File: config.mk
export PLATFORM = sky130hd
export DESIGN_NAME = pc_fetch_sequencer
export DESIGN_NICKNAME = d
export VERILOG_FILES = /design/src/rtl/pc_fetch_sequencer.sv
export SDC_FILE = /design/constraint.sdc
export NUM_CORES = 1
export LEC_CHECK = 0
export CORE_AREA = 2 2 164 166
export DETAILED_ROUTE_END_ITERATION = 7
export DIE_AREA = 0 0 166 168
export GPL_TIMING_DRIVEN = 1
export PLACE_DENSITY_LB_ADDON = 0.2
export SYNTH_ARGS = -nofsm -noshare
export SYNTH_HDL_FRONTEND = slang
export SYNTH_SLANG_ARGS = --single-unit
File: constraint.sdc
create_clock -name clock -period 8.5 [get_ports clock]
set_input_delay 0.85 -clock clock [delete_from_list [all_inputs] [get_ports clock]]
set_output_delay 0.85 -clock clock [all_outputs]
set_load 0.02 [all_outputs]
File: src/rtl/pc_fetch_sequencer.sv
`default_nettype none
// ============================================================================
// Module      : pc_fetch_sequencer
// Description : Program counter owner and instruction-fetch sequencer; fetches
//               a word, presents it for one or more execute cycles, then
//               computes the next PC from the decoder control word.
// Revision    : 1.0 - initial release
// ============================================================================
module pc_fetch_sequencer #(
  parameter logic [63:0] RESET_VECTOR = 64'h0
) (
  input  logic        clock,
  input  logic        reset_n,
  output logic        imem_req,
  output logic [63:0] imem_addr,
  input  logic        imem_ack,
  input  logic [31:0] imem_data,
  output logic [31:0] instruction,
  output logic        instruction_valid,
  input  logic [30:0] controlword,
  input  logic [63:0] constant,
  input  logic [63:0] databus_in,
  input  logic        stall,
  output logic [63:0] pc,
  output logic [63:0] databus_out,
  output logic        databus_oe,
  output logic        halted
);

  localparam logic [63:0] c_PC_STEP = 64'd4;

  typedef enum logic [1:0] {
    S_IDLE    = 2'd0,
    S_FETCH   = 2'd1,
    S_EXECUTE = 2'd2,
    S_HALT    = 2'd3
  } state_t;

  state_t      r_state;
  state_t      w_state_next;
  logic [63:0] r_pc;
  logic [31:0] r_instruction;
  logic        r_halted;

  logic [63:0] w_src;
  logic [63:0] w_next_pc;
  logic [63:0] w_pc_plus4;
  logic        w_misaligned;
  logic        w_pc_load;
  logic        w_instr_load;
  logic        w_halt_set;
  logic        w_unused_cw;

  // Only the PC-related fields of the control word matter here.
  assign w_unused_cw = ^{controlword[30:5], controlword[0]};

  assign w_pc_plus4 = r_pc + c_PC_STEP;
  assign w_src      = controlword[1] ? constant : databus_in;

  always_comb begin
    w_next_pc = r_pc;
    case (controlword[3:2])
      2'b00:   w_next_pc = r_pc;
      2'b01:   w_next_pc = w_pc_plus4;
      2'b10:   w_next_pc = w_src;
      default: w_next_pc = r_pc + {w_src[61:0], 2'b00};
    endcase
  end

  assign w_misaligned = |w_next_pc[1:0];

  always_comb begin
    w_state_next = r_state;
    w_pc_load    = 1'b0;
    w_instr_load = 1'b0;
    w_halt_set   = 1'b0;
    case (r_state)
      S_IDLE: w_state_next = S_FETCH;
      S_FETCH: begin
        if (imem_ack) begin
          w_instr_load = 1'b1;
          w_state_next = S_EXECUTE;
        end
      end
      S_EXECUTE: begin
        if (!stall) begin
          if (w_misaligned) begin
            w_halt_set   = 1'b1;
            w_state_next = S_HALT;
          end else begin
            w_pc_load    = 1'b1;
            w_state_next = S_FETCH;
          end
        end
      end
      default: w_state_next = S_HALT;
    endcase
  end

  always_ff @(posedge clock or negedge reset_n) begin
    if (!reset_n) begin
      r_state       <= S_IDLE;
      r_pc          <= RESET_VECTOR;
      r_instruction <= 32'd0;
      r_halted      <= 1'b0;
    end else begin
      r_state <= w_state_next;
      if (w_pc_load) begin
        r_pc <= w_next_pc;
      end
      if (w_instr_load) begin
        r_instruction <= imem_data;
      end
      if (w_halt_set) begin
        r_halted <= 1'b1;
      end
    end
  end

  // Outputs decode registered state only, so reset forces them immediately.
  assign imem_req          = (r_state == S_FETCH);
  assign imem_addr         = r_pc;
  assign instruction       = r_instruction;
  assign instruction_valid = (r_state == S_EXECUTE);
  assign databus_oe        = instruction_valid & controlword[4];
  assign databus_out       = instruction_valid ? w_pc_plus4 : 64'd0;
  assign pc                = r_pc;
  assign halted            = r_halted;

endmodule
`default_nettype wire
# Yosys cells after proc, flatten, opt, wreduce, memory -nomap -nowiden
# Cells that the tools add are included.
[word_totals]
ff_bits = 99
out_inout_bits = 228
wordCells = 35
[op_classes]
add_sub_neg = 2
eq_ne = 6
mux = 15
bitwise_logic = 2
n_reduce_logical = 5
[ops]
columns = ["cell", "count"]
rows = [
  ["$pmux W64 S3", 1],
  ["$mux W64", 2],
  ["$add A64 B3 Y64 const B", 1],
  ["$add A64 B64 Y64", 1],
  ["$mux W1", 8],
  ["$mux W2", 3],
  ["$pmux W2 S3", 1],
  ["$eq A2 B1 Y1 const B", 2],
  ["$eq A2 B2 Y1 const B", 2],
  ["$logic_not A2 Y1", 2],
  ["$reduce_and A2 Y1", 2],
  ["$ne A2 B1 Y1 const B", 1],
  ["$ne A2 B2 Y1 const B", 1],
  ["$reduce_or A2 Y1", 1],
  ["$and A1 B1 Y1", 1],
  ["$not A1 Y1", 1],
]

# Logic depth before layout (Yosys ltp)
[depth]
depth_word = 8
depth_mapped = 15
ltp_nobuf = 12

# Least setup slack after synthesis
# No wires, ideal clock.
[synth_path]
path_kind = "input -> register"
startpoint = "input controlword[1]"
endpoint = "register r_pc[60], in the netlist imem_addr[60]"
setup_ns = 0.131
arrival_ns = 4.875
t_required_ns = 8.369
setup_slack_ns = 3.494
cell_stages = 15
path_buffers = 3
path_cell_list = "clkbuf_1 > clkbuf_1 > buf_1 > mux2_2 > ha_1 > fa_1 > a21oi_1 > o22ai_1 > o211ai_1 > a21oi_2 > or4_1 > a41oi_2 > o41ai_4 > a41o_1 > or3_1"
[synth_via]
elab_chain_cells = 7
word_cells_on_any_way = 8
[synth_rtl]
columns = ["element", "line", "rtl"]
rows = [
  ["start, declared", "20", "input logic [30:0] controlword,"],
  ["$mux W64 *", "58", "assign w_src = controlword[1] ? constant : databus_in;"],
  ["$pmux W64 S3 *", "62", "case (controlword[3:2])"],
  ["$reduce_or A2 Y1", "70", "assign w_misaligned = |w_next_pc[1:0];"],
  ["$mux W1", "87", "if (w_misaligned) begin"],
  ["$mux W1", "86", "if (!stall) begin"],
  ["$mux W1", "77", "case (r_state)"],
  ["$reduce_and A2 Y1 (no line)", "n/a", ""],
  ["end signal, assigned", "109", "r_pc <= w_next_pc;"],
  ["end, declared", "41", "logic [63:0] r_pc;"],
]
# Mark *: on every way between the ends. The rest lies on a longest branch, timed or not.
# A chain may end at the register's enable or synchronous reset.

# Worst setup path after layout
[layout_path]
startpoint = "register r_pc[2], in the netlist imem_addr[2]"
endpoint = "output databus_out[53]"
[layout_via]
elab_chain_cells = 2
[layout_rtl]
columns = ["element", "line", "rtl"]
rows = [
  ["$add A64 B3 Y64", "57", "assign w_pc_plus4 = r_pc + c_PC_STEP;"],
  ["$mux W64", "126", "assign databus_out = instruction_valid ? w_pc_plus4 : 64'd0;"],
  ["end, declared", "25", "output logic [63:0] databus_out,"],
]
# Every way passes these cells.

==> metrics <==
status finished clean; DRT iter0 DRCs 1433; Seq cells post-synth 99; Vias between 10000 and 15000; Avg Inst Size Synth 7.54 um^2; TritonCTS buffer count 9; Slew HR between 10% and 20%; sequential share of power around 22%; Clock Sink Count 99; sw power 2.16 mW; Setup Viol. Count Final 0; Finished Cell Area 0.0160 mm^2; Fin. Hold Viols 0; post-layout worst setup margin between 2 and 3 ns; share of cells above drive strength 1 8.89%; Gate power share 67.6%; largest net degree at the start of global routing 62; Sw Ratio 50.3%; clk_skew 0.0172 ns; fin crit share between 60 and 70%; clk slew on worst S/H paths around 0.090 ns; synth warn 0; Hold/Removal Path Class input pin to asynchronous set/reset pin; leakage 6.25 nW; Post-synth EDFFs 0; IO Pins ~420; Slew @ Worst Pin 1.24 ns; Seq/Total Area, Yosys 20.3%; gr ovfl total 0; dpl cell area 0.0157 mm^2; Root Buffer clkbuf_16; total negative slack 0 ns; CTS tree built; Slew Viols, Final 0; Max IR drop VDD 0.000162 V; post-route ant nets 0; Vias/cell ~6.3; worst setup path startpoint imem_addr[2]; Max-Cap Viols 0; vias in the first global route 13000; Syn Nets between 1500 and 2000; Int Power 2.14 mW; crit start category flop; DRC violations left 0; post-synthesis cell area between 0.01 and 0.015 mm^2; Yosys cell types 89; core area 0.0264 mm^2; WP data arrival 4.84 ns; Layout area overhead 31.5%; setup bufs post-CTS 0; RSZ-0062 raised after global routing no; clock network power share 10.8%; fin nets 2110; filler instances 2413; initial antenna violation count 2; pwr/cell area 269 mW/mm^2; die width 166 um; GRT Total Usage 34.4%; final wirelength 50200 um; H-tree levels 3; Worst-Skew Late Latency around 0.37 ns; Setup crit end kind primary output; routability congestion estimate 0.994; DRT Pass-1 Iters 5; pre-CTS WS 2.96 ns; Max Fclk between 150 and 200 MHz; reg-to-reg endpoint imem_addr[53]; critical path required time between 7 and 8 ns; first-pass GRT wire length 76300 um; Crit Path Category flop to primary output; Setup crit end databus_out[53]; asr flop ratio synth 100%; routed len/inst 22.8 um; Initial Util 46.2%; top cell type by total area after synthesis dfrtp_1; R2R Setup Slk 4.11 ns; Main synth FF type dfrtp_1; synth top area cells dfrtp_1 20%, mux2_2 8.8%, ha_1 6.4%; full die area 0.0279 mm^2; Post-CTS Resized 0; reg2reg path depth 9; Max Root-Sink Buffers 2; CP Max Fanout 9; r2r startpoint imem_addr[2]; Syn Inst Count 1615; post-synth top area share 20.3%; IO buf count 395; Final min period 5.69 ns; # rows 60; Detail Placement HPWL 37600 um; Die Y 168 um; CTS Hold Bufs 0
-- synth_stat cells (13+ instances only) --
library cell,number
buf_4,66
buf_2,19
nand3_1,68
a21oi_1,129
and3_1,24
xnor2_1,59
xor2_1,43
nand2_1,144
mux2i_1,16
nor3_1,33
inv_1,28
clkbuf_1,90
and2_1,14
a221oi_1,13
a31oi_1,17
dfrtp_1,99
mux2_2,95
o21ai_0,113
nand4_1,43
ha_1,62
o21a_1,13
nor2_1,179
a21o_1,39
and4_1,14
-- registers in the layout, summed over array words and instances (netlist names) --
name	count
imem_addr	64
instruction	32
r_state	2
halted	1
-- power groups by stage --
stage | registers (mW) | clock network, mW | logic (mW)
2_1_floorplan | 1.06 | 0 | 1.70
3_3_place_gp | 0.921 | 0 | 2.84
3_5_place_dp | 0.930 | 0 | 2.87
4_1_cts | 0.922 | 0.467 | 2.88
5_1_grt | 0.963 | 0.479 | 3.10
6_report | 0.929 | 0.463 | 2.91
-- how the worst min path moves through the flow --
stage / startpoint / to / slack (ns) / cells past startpoint
6_report: reset_n / instruction[12] / 0.48 / 1
5_1_grt: reset_n / instruction[15] / 0.51 / 1
4_1_cts: reset_n / instruction[15] / 0.50 / 1
3_5_place_dp: halted / halted / 0.49 / 1
3_3_place_gp: halted / halted / 0.46 / 1
2_1_floorplan: r_state[1] / r_state[1] / 0.53 / 2
-- routing by layer --
metal	vias up	part of all wire (%)	track usage (%)
met5	-	0	0
met4	0	4.1	15.0
met3	121	9.2	7.15
met2	812	46	56.6
met1	6614	41	43.9
li1	6283	-	-
-- layout by cell type (no fill, tap or decap), drive strengths merged, types with 5 or more instances in the layout --
cell type / instances
clkdlybuf4s50: 391
mux2: 95
ha: 62
xor2: 43
nand2: 145
nor2: 179
nand3: 68
o21bai: 7
buf: 18
clkbuf: 9
inv: 35
nand2b: 5
o21ai: 114
a21o: 39
and2: 15
a211oi: 11
nor2b: 11
a31oi: 17
and4: 14
xnor2: 59
o221ai: 8
o211ai: 11
nor4: 10
a22oi: 9
a21boi: 6
nand4: 44
o22ai: 9
and3: 24
mux2i: 16
a221oi: 13
o31ai: 6
o21a: 13
or2: 8
nor3: 36
dfrtp: 99
a21oi: 131
or3: 10
-- metrics by stage --
step,utilization [%],hold WS [ns],cells,power [mW]
4_1_cts,60.8,0.496,2198,4.27
3_5_place_dp,59.6,0.489,2182,3.80
2_1_floorplan,-,0.527,1615,2.76
5_1_grt,60.8,0.514,2200,4.54
3_3_place_gp,59.6,0.457,2182,3.76
6_report,60.8,0.476,2200,4.30
-- critical path, stage by stage (launching register included) --
cell	delay, ns
dfrtp_1	0.53
nand3_1	0.29
nor2_1	0.52
nand4_1	0.56
nor3_2	0.66
nand3_1	0.58
nor3_1	0.50
xnor2_1	0.11
nor2_1	0.10
clkdlybuf4s50_1	0.62
-- cell families (layout without fill, tap and decap cells) --
group	count (synthesis)	count (layout)	synth area share (%)
AO/OA/AOI/OAI	448	448	23.8
adder cells (fa/ha/maj)	63	63	6.54
AND/OR/NAND/NOR	580	580	23.1
other	0	2	0
XOR/XNOR	102	102	7.34
buffers and inverters	212	454	8.78
flip-flops	99	99	20.3
multiplexers	111	111	10.1
-- final cells by class --
type	instances	area (um^2)	area share (%)
diodes	2	5.00	0.0313
well taps	341	427	2.66
clock buffers	9	225	1.41
clock inverters	7	81.3	0.508
inverters	29	109	0.680
repair buffers	409	4040	25.2
flip-flops and latches	99	2480	15.5
multi-input cells	1304	8650	54.0
Power figures use the tool's default switching activity.
